File: config.mk
export PLATFORM = sky130hd
export DESIGN_NAME = id_ex_stage
export DESIGN_NICKNAME = d
export VERILOG_FILES = /design/src/rtl/pipe_ctrl_pkg.sv /design/src/rtl/load_use_hazard.sv /design/src/rtl/id_ex_stage.sv
export SDC_FILE = /design/constraint.sdc
export NUM_CORES = 1
export LEC_CHECK = 0
export BUFFER_PORTS_ARGS = -buffer_cell sky130_fd_sc_hd__buf_2
export CORE_AREA = 3 3 119 121
export CTS_CLUSTER_SIZE = 25
export DETAILED_ROUTE_END_ITERATION = 7
export DIE_AREA = 0 0 122 124
export GPL_TIMING_DRIVEN = 0
export PLACE_DENSITY_LB_ADDON = 0.3
export SLEW_MARGIN = 5
export SYNTH_ARGS = -nofsm -noshare
export SYNTH_HDL_FRONTEND = slang
export SYNTH_SLANG_ARGS = --single-unit
File: constraint.sdc
create_clock -name clk -period 4.2 [get_ports clk]
set_input_delay 0.42 -clock clk [delete_from_list [all_inputs] [get_ports clk]]
set_output_delay 0.42 -clock clk [all_outputs]
set_load 0.05 [all_outputs]
File: src/rtl/pipe_ctrl_pkg.sv
// ---------------------------------------------------------------------------
// pipe_ctrl_pkg
// Shared definitions for the 5-stage MIPS pipeline control bundles.
//   - Bundle widths for the WB, M and EX control groups.
//   - Bit positions of each control signal inside its bundle.
//   - Primary opcode constants used by the decoder.
//   - uses_rt(): whether an ID instruction reads rt as a source operand.
// ---------------------------------------------------------------------------
package pipe_ctrl_pkg;

  localparam int WB_W = 2;
  localparam int M_W  = 3;
  localparam int EX_W = 4;

  // WB bundle {RegWrite, MemtoReg}
  localparam int WB_REGWRITE = 1;
  localparam int WB_MEMTOREG = 0;

  // M bundle {Branch, MemRead, MemWrite}
  localparam int M_BRANCH   = 2;
  localparam int M_MEMREAD  = 1;
  localparam int M_MEMWRITE = 0;

  // EX bundle {RegDst, ALUSrc, ALUOp[1:0]}
  localparam int EX_REGDST   = 3;
  localparam int EX_ALUSRC   = 2;
  localparam int EX_ALUOP_HI = 1;
  localparam int EX_ALUOP_LO = 0;

  localparam logic [5:0] OP_RTYPE = 6'd0;
  localparam logic [5:0] OP_LW    = 6'd35;
  localparam logic [5:0] OP_SW    = 6'd43;
  localparam logic [5:0] OP_BEQ   = 6'd4;

  // rt is a source for R-type (RegDst), stores (MemWrite) and branches.
  function automatic logic uses_rt(input logic [M_W-1:0]  m,
                                   input logic [EX_W-1:0] ex);
    return ex[EX_REGDST] | m[M_MEMWRITE] | m[M_BRANCH];
  endfunction

endpackage

File: src/rtl/load_use_hazard.sv
// ---------------------------------------------------------------------------
// load_use_hazard
// Purely combinational load-use hazard detector.
// Ports:
//   ex_valid, ex_memread, ex_rt : instruction currently in EX (a load?)
//   id_valid, id_uses_rt, id_rs, id_rt : instruction currently in ID
//   flush       : branch taken, ID instruction is being killed
//   stall       : insert one bubble into EX
//   pc_write    : PC write enable (low while stalling)
//   if_id_write : IF/ID write enable (low while stalling)
// ---------------------------------------------------------------------------
module load_use_hazard #(
  parameter int REG_AW = 5
) (
  input  logic              ex_valid,
  input  logic              ex_memread,
  input  logic [REG_AW-1:0] ex_rt,
  input  logic              id_valid,
  input  logic              id_uses_rt,
  input  logic [REG_AW-1:0] id_rs,
  input  logic [REG_AW-1:0] id_rt,
  input  logic              flush,
  output logic              stall,
  output logic              pc_write,
  output logic              if_id_write
);

  logic w_load_use;
  logic w_rs_match;
  logic w_rt_match;

  assign w_rs_match = (ex_rt == id_rs);
  assign w_rt_match = id_uses_rt & (ex_rt == id_rt);

  // A load into $zero never produces a value worth waiting for.
  assign w_load_use = ex_valid & ex_memread & (ex_rt != '0) & id_valid &
                      (w_rs_match | w_rt_match);

  // The ID instruction is dead on a flush, so let the PC take the target.
  assign stall       = w_load_use & ~flush;
  assign pc_write    = ~stall;
  assign if_id_write = ~stall;

endmodule

File: src/rtl/id_ex_stage.sv
// ---------------------------------------------------------------------------
// id_ex_stage
// ID/EX pipeline register with load-use hazard detection.
// Ports:
//   clk, reset          : clock; asynchronous active-high reset
//   id_wb/id_m/id_ex    : decoder control bundles (2/3/4 bits)
//   id_valid            : IF/ID holds a real instruction
//   id_pc4, id_rd1, id_rd2, id_imm : ID data operands
//   id_rs, id_rt, id_rd : register specifiers
//   flush               : branch taken, kill the instruction entering EX
//   ex_*                : registered copies for the EX stage
//   stall, pc_write, if_id_write : combinational hazard outputs
// Optional build macro ID_EX_PERF_CNT_EN adds saturating 32-bit
// bubble_cnt (cycles with stall) and flush_cnt (cycles with flush).
// ---------------------------------------------------------------------------
module id_ex_stage
  import pipe_ctrl_pkg::*;
#(
  parameter int DATA_W = 32,
  parameter int REG_AW = 5
) (
  input  logic              clk,
  input  logic              reset,
  input  logic [WB_W-1:0]   id_wb,
  input  logic [M_W-1:0]    id_m,
  input  logic [EX_W-1:0]   id_ex,
  input  logic              id_valid,
  input  logic [DATA_W-1:0] id_pc4,
  input  logic [DATA_W-1:0] id_rd1,
  input  logic [DATA_W-1:0] id_rd2,
  input  logic [DATA_W-1:0] id_imm,
  input  logic [REG_AW-1:0] id_rs,
  input  logic [REG_AW-1:0] id_rt,
  input  logic [REG_AW-1:0] id_rd,
  input  logic              flush,
  output logic [WB_W-1:0]   ex_wb,
  output logic [M_W-1:0]    ex_m,
  output logic [EX_W-1:0]   ex_ex,
  output logic              ex_valid,
  output logic [DATA_W-1:0] ex_pc4,
  output logic [DATA_W-1:0] ex_rd1,
  output logic [DATA_W-1:0] ex_rd2,
  output logic [DATA_W-1:0] ex_imm,
  output logic [REG_AW-1:0] ex_rs,
  output logic [REG_AW-1:0] ex_rt,
  output logic [REG_AW-1:0] ex_rd,
  output logic              stall,
  output logic              pc_write,
  output logic              if_id_write
`ifdef ID_EX_PERF_CNT_EN
  ,
  output logic [31:0]       bubble_cnt,
  output logic [31:0]       flush_cnt
`endif
);

  logic [WB_W-1:0]   r_wb;
  logic [M_W-1:0]    r_m;
  logic [EX_W-1:0]   r_ex;
  logic              r_valid;
  logic [DATA_W-1:0] r_pc4;
  logic [DATA_W-1:0] r_rd1;
  logic [DATA_W-1:0] r_rd2;
  logic [DATA_W-1:0] r_imm;
  logic [REG_AW-1:0] r_rs;
  logic [REG_AW-1:0] r_rt;
  logic [REG_AW-1:0] r_rd;

  logic w_id_uses_rt;
  logic w_stall;
  logic w_kill;

  assign w_id_uses_rt = uses_rt(id_m, id_ex);

  load_use_hazard #(
    .REG_AW (REG_AW)
  ) u_load_use_hazard (
    .ex_valid    (r_valid),
    .ex_memread  (r_m[M_MEMREAD]),
    .ex_rt       (r_rt),
    .id_valid    (id_valid),
    .id_uses_rt  (w_id_uses_rt),
    .id_rs       (id_rs),
    .id_rt       (id_rt),
    .flush       (flush),
    .stall       (w_stall),
    .pc_write    (pc_write),
    .if_id_write (if_id_write)
  );

  // Flush and stall both turn the EX slot into a bubble.
  assign w_kill = flush | w_stall;

  always_ff @(posedge clk or posedge reset) begin
    if (reset) begin
      r_wb    <= '0;
      r_m     <= '0;
      r_ex    <= '0;
      r_valid <= 1'b0;
      r_pc4   <= '0;
      r_rd1   <= '0;
      r_rd2   <= '0;
      r_imm   <= '0;
      r_rs    <= '0;
      r_rt    <= '0;
      r_rd    <= '0;
    end else begin
      // Operands are harmless in a bubble, so they load unconditionally.
      r_pc4 <= id_pc4;
      r_rd1 <= id_rd1;
      r_rd2 <= id_rd2;
      r_imm <= id_imm;
      r_rs  <= id_rs;
      r_rt  <= id_rt;
      r_rd  <= id_rd;
      if (w_kill) begin
        r_wb    <= '0;
        r_m     <= '0;
        r_ex    <= '0;
        r_valid <= 1'b0;
      end else begin
        r_wb    <= id_wb;
        r_m     <= id_m;
        r_ex    <= id_ex;
        r_valid <= id_valid;
      end
    end
  end

  assign ex_wb    = r_wb;
  assign ex_m     = r_m;
  assign ex_ex    = r_ex;
  assign ex_valid = r_valid;
  assign ex_pc4   = r_pc4;
  assign ex_rd1   = r_rd1;
  assign ex_rd2   = r_rd2;
  assign ex_imm   = r_imm;
  assign ex_rs    = r_rs;
  assign ex_rt    = r_rt;
  assign ex_rd    = r_rd;
  assign stall    = w_stall;

`ifdef ID_EX_PERF_CNT_EN
  logic [31:0] r_bubble_cnt;
  logic [31:0] r_flush_cnt;

  always_ff @(posedge clk or posedge reset) begin
    if (reset) begin
      r_bubble_cnt <= '0;
      r_flush_cnt  <= '0;
    end else begin
      if (w_stall && (r_bubble_cnt != '1))
        r_bubble_cnt <= r_bubble_cnt + 32'd1;
      if (flush && (r_flush_cnt != '1))
        r_flush_cnt <= r_flush_cnt + 32'd1;
    end
  end

  assign bubble_cnt = r_bubble_cnt;
  assign flush_cnt  = r_flush_cnt;
`endif

endmodule

After elaboration in Yosys (flattened, before gate mapping)
Index checks and enable logic that the tools add are counted.
{"block": "word_totals", "ff_bits": 153, "latch_bits": 0, "ramBits": 0, "mem_bits_ro": 0, "input_bits": 156, "out_inout_bits": 156, "elab_cells": 30, "mem_count": 0}
{"block": "classes", "add_sub_neg": 0, "n_mul": 0, "div_mod_pow": 0, "order_cmp": 0, "n_eq_ne": 2, "shifts": 0, "n_mux": 4, "bitwise_logic": 12, "n_reduce_logical": 1}
{"operator": "$eq A5 B5 Y1", "n": 2}
{"operator": "$and A1 B1 Y1", "n": 6}
{"operator": "$reduce_bool A5 Y1", "n": 1}
{"operator": "$mux W4", "n": 1}
{"operator": "$or A1 B1 Y1", "n": 4}
{"operator": "$mux W3", "n": 1}
{"operator": "$mux W2", "n": 1}
{"operator": "$not A1 Y1", "n": 2}
{"operator": "$mux W1", "n": 1}

Logic depth before layout (Yosys ltp)
Gate-level depths: netlist (run 1).
{"block": "logic_depth", "ltp_word": 8, "mapped_depth": 6}

By module
A second synthesis (run 1) with hierarchy kept.
{"block": "unflattened", "cells_unflattened": 187, "hier_area_um2": 4141.5}
{"module": "id_ex_stage", "n_inst": 1, "cells_each": 167, "area_per_inst_um2": 3982.6, "seq_area_each_um2": 3828.7}
{"module": "load_use_hazard", "n_inst": 1, "cells_each": 20, "area_per_inst_um2": 158.9, "seq_area_each_um2": 0.0}

Least setup slack after synthesis (run 1)
No wires, ideal clock.
{"block": "synth_timing", "kind": "register to output", "start": "reg r_rt[2], in the netlist ex_rt[2]", "end": "out pc_write", "arrival_ps": 1755, "setup_slack_ps": 2025, "path_stages_with_launch": 7, "path_buffers": 2, "cell_sequence": "dfrtp_1 xnor2_1 nand4_1 o22ai_2 buf_6 nand3b_4 buf_4"}
{"block": "synth_between", "elab_chain_cells": 6, "elab_cells_between_ends": 10, "cone_classes": "2 x eq/ne; 7 x bitwise; 1 x reduce/logical"}
{"element": "start: declaration", "line_no": "id_ex_stage.sv:66", "rtl": "logic [REG_AW-1:0] r_rt;"}
{"element": "start signal: assignment", "line_no": "id_ex_stage.sv:114", "rtl": "r_rt <= id_rt;"}
{"element": "$eq A5 B5 Y1 / $reduce_bool A5 Y1 (equally long branches)", "line_no": "load_use_hazard.sv:33, load_use_hazard.sv:36"}
{"element": "$and A1 B1 Y1, on equally long branches", "line_no": "load_use_hazard.sv:33, load_use_hazard.sv:36"}
{"element": "$or A1 B1 Y1 / $and A1 B1 Y1 (equally long branches)", "line_no": "load_use_hazard.sv:37, load_use_hazard.sv:36"}
{"element": "$and A1 B1 Y1 (*)", "line_no": "load_use_hazard.sv:36", "rtl": "assign w_load_use = ex_valid & ex_memread & (ex_rt != '0) & id_valid &"}
{"element": "$and A1 B1 Y1 (*)", "line_no": "load_use_hazard.sv:40", "rtl": "assign stall = w_load_use & ~flush;"}
{"element": "$not A1 Y1 (*)"}
{"element": "end: declaration", "line_no": "id_ex_stage.sv:48", "rtl": "output logic pc_write,"}
Mark *: on every way between the ends. The rest lies on a longest branch, timed or not.

Worst setup path in the final report (run 1)
{"block": "layout_timing", "start": "reg r_rt[1], in the netlist ex_rt[1]", "end": "out pc_write"}
{"block": "layout_between", "elab_chain_cells": 6, "elab_cells_between_ends": 10, "cone_classes": "2 x eq/ne; 7 x bitwise; 1 x reduce/logical"}
{"element": "$eq A5 B5 Y1 / $reduce_bool A5 Y1 (equally long branches)", "line_no": "load_use_hazard.sv:33, load_use_hazard.sv:36"}
{"element": "$and A1 B1 Y1, on equally long branches", "line_no": "load_use_hazard.sv:33, load_use_hazard.sv:36"}
{"element": "$or A1 B1 Y1 / $and A1 B1 Y1 (equally long branches)", "line_no": "load_use_hazard.sv:37, load_use_hazard.sv:36"}
{"element": "$and A1 B1 Y1 (*)", "line_no": "load_use_hazard.sv:36"}
{"element": "$and A1 B1 Y1 (*)", "line_no": "load_use_hazard.sv:40"}
{"element": "$not A1 Y1 (*)", "line_no": "load_use_hazard.sv:41", "rtl": "assign pc_write = ~stall;"}
Marked as above.

==> results of run 1 <==
==> stage by stage <==
stage / total power [mW] / instance area, µm² / setup WS (ns)
floorplan: 1.92 / 4190 / 1.85
global placement: 2.09 / 5970 / 1.06
detailed placement: 2.10 / 6030 / 2.13
CTS: 3.70 / 6660 / 1.75
global route: 3.79 / 6660 / 1.64
finish: 3.64 / 6660 / 1.80
==> flip-flops by register name, summed over array words and instances (netlist names) <==
name and cells:
ex_ex 4, ex_imm 32, ex_m 3, ex_pc4 32
ex_rd 5, ex_rd1 32, ex_rd2 32, ex_rs 5
ex_rt 5, ex_valid 1, ex_wb 2
==> worst max-delay path, stage by stage, from the launching register on <==
cell and delay (ns):
dfrtp_1 0.45, xnor2_1 0.19, nand4_1 0.11, o22ai_2 0.21, buf_6 0.20, nand3b_4 0.08
buf_4 0.13, buf_2 0.20
==> layout make-up <==
| class | count | area, µm² |
|---|---|---|
| fill | 1169 | 6530 |
| sequential | 153 | 3830 |
| timing repair buffer | 314 | 1620 |
| clock buffer | 20 | 467 |
| multi-input combinational | 41 | 317 |
| tap | 176 | 220 |
| clock inverter | 12 | 164 |
| buffer | 5 | 37.5 |
| inverter | 1 | 7.51 |
==> report_power, final <==
part / internal, mW / switching [mW] / leakage (nW)
Clock: 0.991 / 0.584 / 0.301
Sequential: 1.55 / 0.0211 / 1.80
Combinational: 0.122 / 0.372 / 1.40
Total: 2.66 / 0.977 / 3.49
==> per-layer routing <==
metal / up-vias / share of wire / global-route usage
li1: 1302 / - / -
met1: 1353 / 0.34 / 0.145
met2: 166 / 0.54 / 0.242
met3: 12 / 0.10 / 0.0500
met4: 0 / 0.013 / 0.0609
met5: - / 0 / 0
==> final timing paths <==
check                            from         end  slack, ns
max                          ex_rt[1]    pc_write       1.80
min                        id_pc4[21]  ex_pc4[21]       0.11
max reg2reg                  ex_rt[1]     ex_m[2]       2.85
min reg2reg                  ex_valid    ex_wb[1]       0.70
max in group asynchronous       reset  ex_pc4[10]       3.42
min in group asynchronous       reset   ex_rd2[1]       0.13
==> layout by cell type (no fill, tap or decap), drive strengths merged <==
master,n
nor2,1
nand2,1
clkinvlp,4
xnor2,10
o31ai,1
bufinv,3
nand3,2
and3b,1
clkbuf,22
clkinv,3
inv,3
nor3,1
o22ai,1
dfrtp,153
a21oi,11
nand4,1
nand3b,1
nand2b,10
buf,317
==> cells by family after synthesis <==
| kind of cell | count (synthesis) | synth area share |
|---|---|---|
| compound gates | 13 | 0.0260 |
| xor+xnor | 10 | 0.0209 |
| buf+inv | 6 | 0.00986 |
| flops | 153 | 0.915 |
| simple gates | 18 | 0.0287 |
==> cells in the mapped netlist <==
| master | count |
|---|---|
| nand2b_1 | 10 |
| clkbuf_4 | 1 |
| nor3_1 | 1 |
| buf_4 | 2 |
| and3b_1 | 1 |
| clkbuf_1 | 1 |
| o31ai_1 | 1 |
| nand4_1 | 1 |
| nor2_1 | 1 |
| a21oi_2 | 9 |
| nand3_1 | 2 |
| dfrtp_1 | 153 |
| a21oi_1 | 2 |
| buf_6 | 1 |
| nand2_1 | 1 |
| xnor2_1 | 10 |
| nand3b_4 | 1 |
| inv_1 | 1 |
| o22ai_2 | 1 |
==> impl_metrics.tcl, run 1 <==
set metrics [dict create \
    status "finished, final reports clean" \
    tightest_slew_ns 0.738 \
    diodes 0 \
    hold_path.class "in2reg" \
    cp.required_ns 3.78 \
    postRouteAntennaNets 0 \
    hold_ws_ns 0.112 \
    vdd_drop_max_uv 219 \
    numCtsBuffers 17 \
    io_buffers 311 \
    post_cts_resized 0 \
    cts_tree "built" \
    die_x_um 122 \
    vias 2833 \
    max_slew_margin 0.507 \
    grt_pass1_wl_mm 15.1 \
    wire_per_inst_um 15.0 \
    cp_max_fo 10 \
    cts_sinks 153 \
    finClkSkew_ns 0.00876 \
    num_io_pins 312 \
    path_class "reg2out" \
    grt_pass1_vias 2953 \
    synthesis.area_um2 4190 \
    post-cts-setup-buffers 0 \
    drive_above_1_share 0.663 \
    clk_pin_slew_worst_paths_ns 0.06 \
    slew_viol_final 0 \
    start_kind "flip-flop" \
    antenna_found_initial 0 \
    clk_root_buffer_cell "clkbuf_16" \
    crit_arrival_ns 1.98 \
    hold_buffers 0 \
    r2r_cells 5 \
    p_leak_nw 3.49 \
    period_needed_ns 2.40 \
    fin_crit_sh 0.571 \
    end_kind "output pin" \
    clockBufferDepth 2 \
    wirelength_mm 10.8 \
    start_util 0.317 \
    worstSkewPairLatency_ns 0.41 \
    dr.pass1.iters 4 \
    drc_errors 0 \
    htreeDepth 4 \
    syn_avg_cell_area_um2 20.9 \
    via_per_inst 3.92 \
    ys_warn_count 0 \
    grt-ovfl-total 0 \
    tns_ns 0 \
    placed_cells 690 \
    yosys.area.top_type "dfrtp_1" \
    synth_seq_cells 153 \
    die-height_um 124 \
    nNetsFinal 689 \
    rows 42 \
    min_path_cells 1 \
    postSynthCellCount 200 \
    synthToLayoutAreaGrowth_pct 59.0 \
    power_density_nw_per_um2 546 \
    hpwl_mm 8.71 \
    synthTopCellsByArea "dfrtp_1 91%, xnor2_1 2.1%, a21oi_2 1.9%, nand2b_1 1.5%, nand3b_4 0.48%" \
    drt_iter0_drc 56 \
    yosysSeqAreaShare 0.915 \
    place_congestion 0.761 \
    setup_viol 0 \
    max-cap-violations 0 \
    hold_violations 0 \
    syn_nets 356 \
    instances_no_fill 722 \
    rsz0062_at_grt "no" \
    track_usage 0.136 \
    synth_top_cell_area_share 0.915 \
    max_freq_ghz 0.417 \
    core_area_um2 13200 \
    die_area_um2 15100 \
    post-route-util 0.505 \
    ys_types 19 \
    grt_max_degree 45 \
]
Note: power is estimated with default switching activity, not from simulation.
==> inputs of run 2 (changes only) <==
Settings changed: CORE_AREA 3 3 119 121 to 3 3 121 123, DIE_AREA 0 0 122 124 to 0 0 124 126.
Clock period 4.2 ns to 2.4 ns, I/O delays scaled along.
==> run 2 against run 1 <==
Sequential share of layout area is 10 points lower. Flip-flop and latch count stayed put. Critical path depth is 2 higher. Total power is 74% higher. Combinational power is 120% higher.
==> impl_metrics.tcl, run 2 (synthesized netlist as in run 1, its figures left out) <==
set metrics [dict create \
    status "finished, final reports clean" \
    max_freq_ghz 0.443 \
    path_class "in2out" \
    post-cts-setup-buffers 0 \
    postRouteAntennaNets 0 \
    drc_errors 0 \
    slew_viol_final 0 \
    regArea_um2 3830 \
    crit_start "id_rt[2]" \
    cts_sinks 153 \
    finClkSkew_ns 0.00651 \
    dr.pass1.iters 4 \
    wire_per_inst_um 15.1 \
    hpwl_mm 8.72 \
    setup_viol 0 \
    place_congestion 0.747 \
    die_area_um2 15600 \
    max-cap-violations 0 \
    end_kind "output pin" \
    nFillCells 1080 \
    start_util 0.304 \
    p_int_mw 4.62 \
    die_x_um 124 \
    wirelength_mm 13.1 \
    vdd_drop_max_uv 413 \
    seqPwrFrac 0.433 \
    clk_root_buffer_cell "clkbuf_16" \
    clockBufferDepth 2 \
    final_common_cell "buf_2" \
    period_needed_ns 2.26 \
    vias 3456 \
    max_slew_margin 0.767 \
    rows 43 \
    grt-ovfl-total 0 \
    antenna_found_initial 1 \
    track_usage 0.170 \
    p_comb_frac 0.168 \
    final_cell_mix "311 x buf_2, 153 x dfrtp_1, 144 x dlygate4sd3_1, 17 x clkbuf_16" \
    diodes 0 \
    nNetsFinal 834 \
    hold_ws_ns 0.0642 \
    clk_pin_slew_worst_paths_ns 0.06 \
    fin_crit_sh 0.942 \
    core_area_um2 13800 \
    numCtsBuffers 17 \
    drive_above_1_share 0.524 \
    p_leak_nw 4.09 \
    htreeDepth 4 \
    num_io_pins 312 \
    grt_pass1_vias 3892 \
    min_path_cells 3 \
    cp.required_ns 2.16 \
    power_switching_mw 1.73 \
    hold_path.class "in2reg" \
    cp_max_fo 10 \
    synthToLayoutAreaGrowth_pct 92.7 \
    crit_arrival_ns 2.02 \
    tightest_slew_ns 0.347 \
    multi_input_area_um2 317 \
    die-height_um 126 \
    via_per_inst 3.97 \
    grt_max_degree 43 \
    post-route-util 0.586 \
    io_buffers 311 \
    start_kind "primary input" \
    swShare 0.272 \
    worstHoldStart "id_ex[0]" \
    grt_pass1_wl_mm 19.9 \
    hold_violations 0 \
    reg2reg_from "ex_rt[0]" \
    clkPwrFrac 0.399 \
    cts_tree "built" \
    rsz0062_at_grt "no" \
    drt_iter0_drc 73 \
    power_density_nw_per_um2 786 \
    r2r_cells 5 \
    worstSkewPairLatency_ns 0.41 \
]
run 2: repair_timing:
action,in CTS,in global routing
hold buffers,144,0
setup endpoints to repair,0,0
hold endpoints to repair,148,0
gates resized for setup,0,0
run 2: layer usage:
layer,vias up,track usage,share of wire
met5,-,0,0.00099
met4,2,0.0689,0.027
met1,1642,0.175,0.34
met2,190,0.305,0.53
met3,29,0.0642,0.094
li1,1593,-,-
run 2: worst paths after layout:
check / endpoint / slack [ns]
worst max-delay path: pc_write / 0.14
worst min-delay path: ex_ex[0] / 0.06
worst max register to register: ex_m[2] / 1.04
worst min register to register: ex_wb[1] / 0.73
max in group asynchronous: ex_pc4[2] / 1.34
min in group asynchronous: ex_rt[3] / 0.33
run 2: cell type report:
class                      count  area share
buffer                         5     0.00465
clock buffer                  22      0.0600
clock inverter                10      0.0113
inverter                       1    0.000930
multi-input combinational     41      0.0392
sequential                   153       0.474
tap                          180      0.0279
timing repair buffer         459       0.381
run 2: per-stage QoR:
stage          TNS, ns  std cells  total power [mW]  cell area, µm²  setup slack [ns]
4_1_cts              0        871              6.42            8070             0.123
6_report             0        871              6.34            8070             0.140
5_1_grt              0        871              6.63            8070           0.00928
3_3_place_gp    -84.76        691              3.65            5970            -0.562
2_1_floorplan        0        200              3.36            4190             0.229
3_5_place_dp         0        695              3.68            6050             0.583
run 2: power groups by stage:
stage	combinational [mW]	clock [mW]	sequential [mW]
final	1.07	2.53	2.75
after CTS	1.07	2.61	2.75
after global placement	0.857	0	2.79
after global routing	1.12	2.74	2.76
after floorplan	0.0857	0	3.27
after detailed placement	0.881	0	2.79
run 2: critical path, cell delays in order:
cell,delay (ns)
dlygate4sd3_1,0.53
buf_2,0.14
xnor2_1,0.15
nand4_1,0.13
o22ai_2,0.22
buf_6,0.20
nand3b_4,0.08
buf_4,0.13
buf_2,0.20
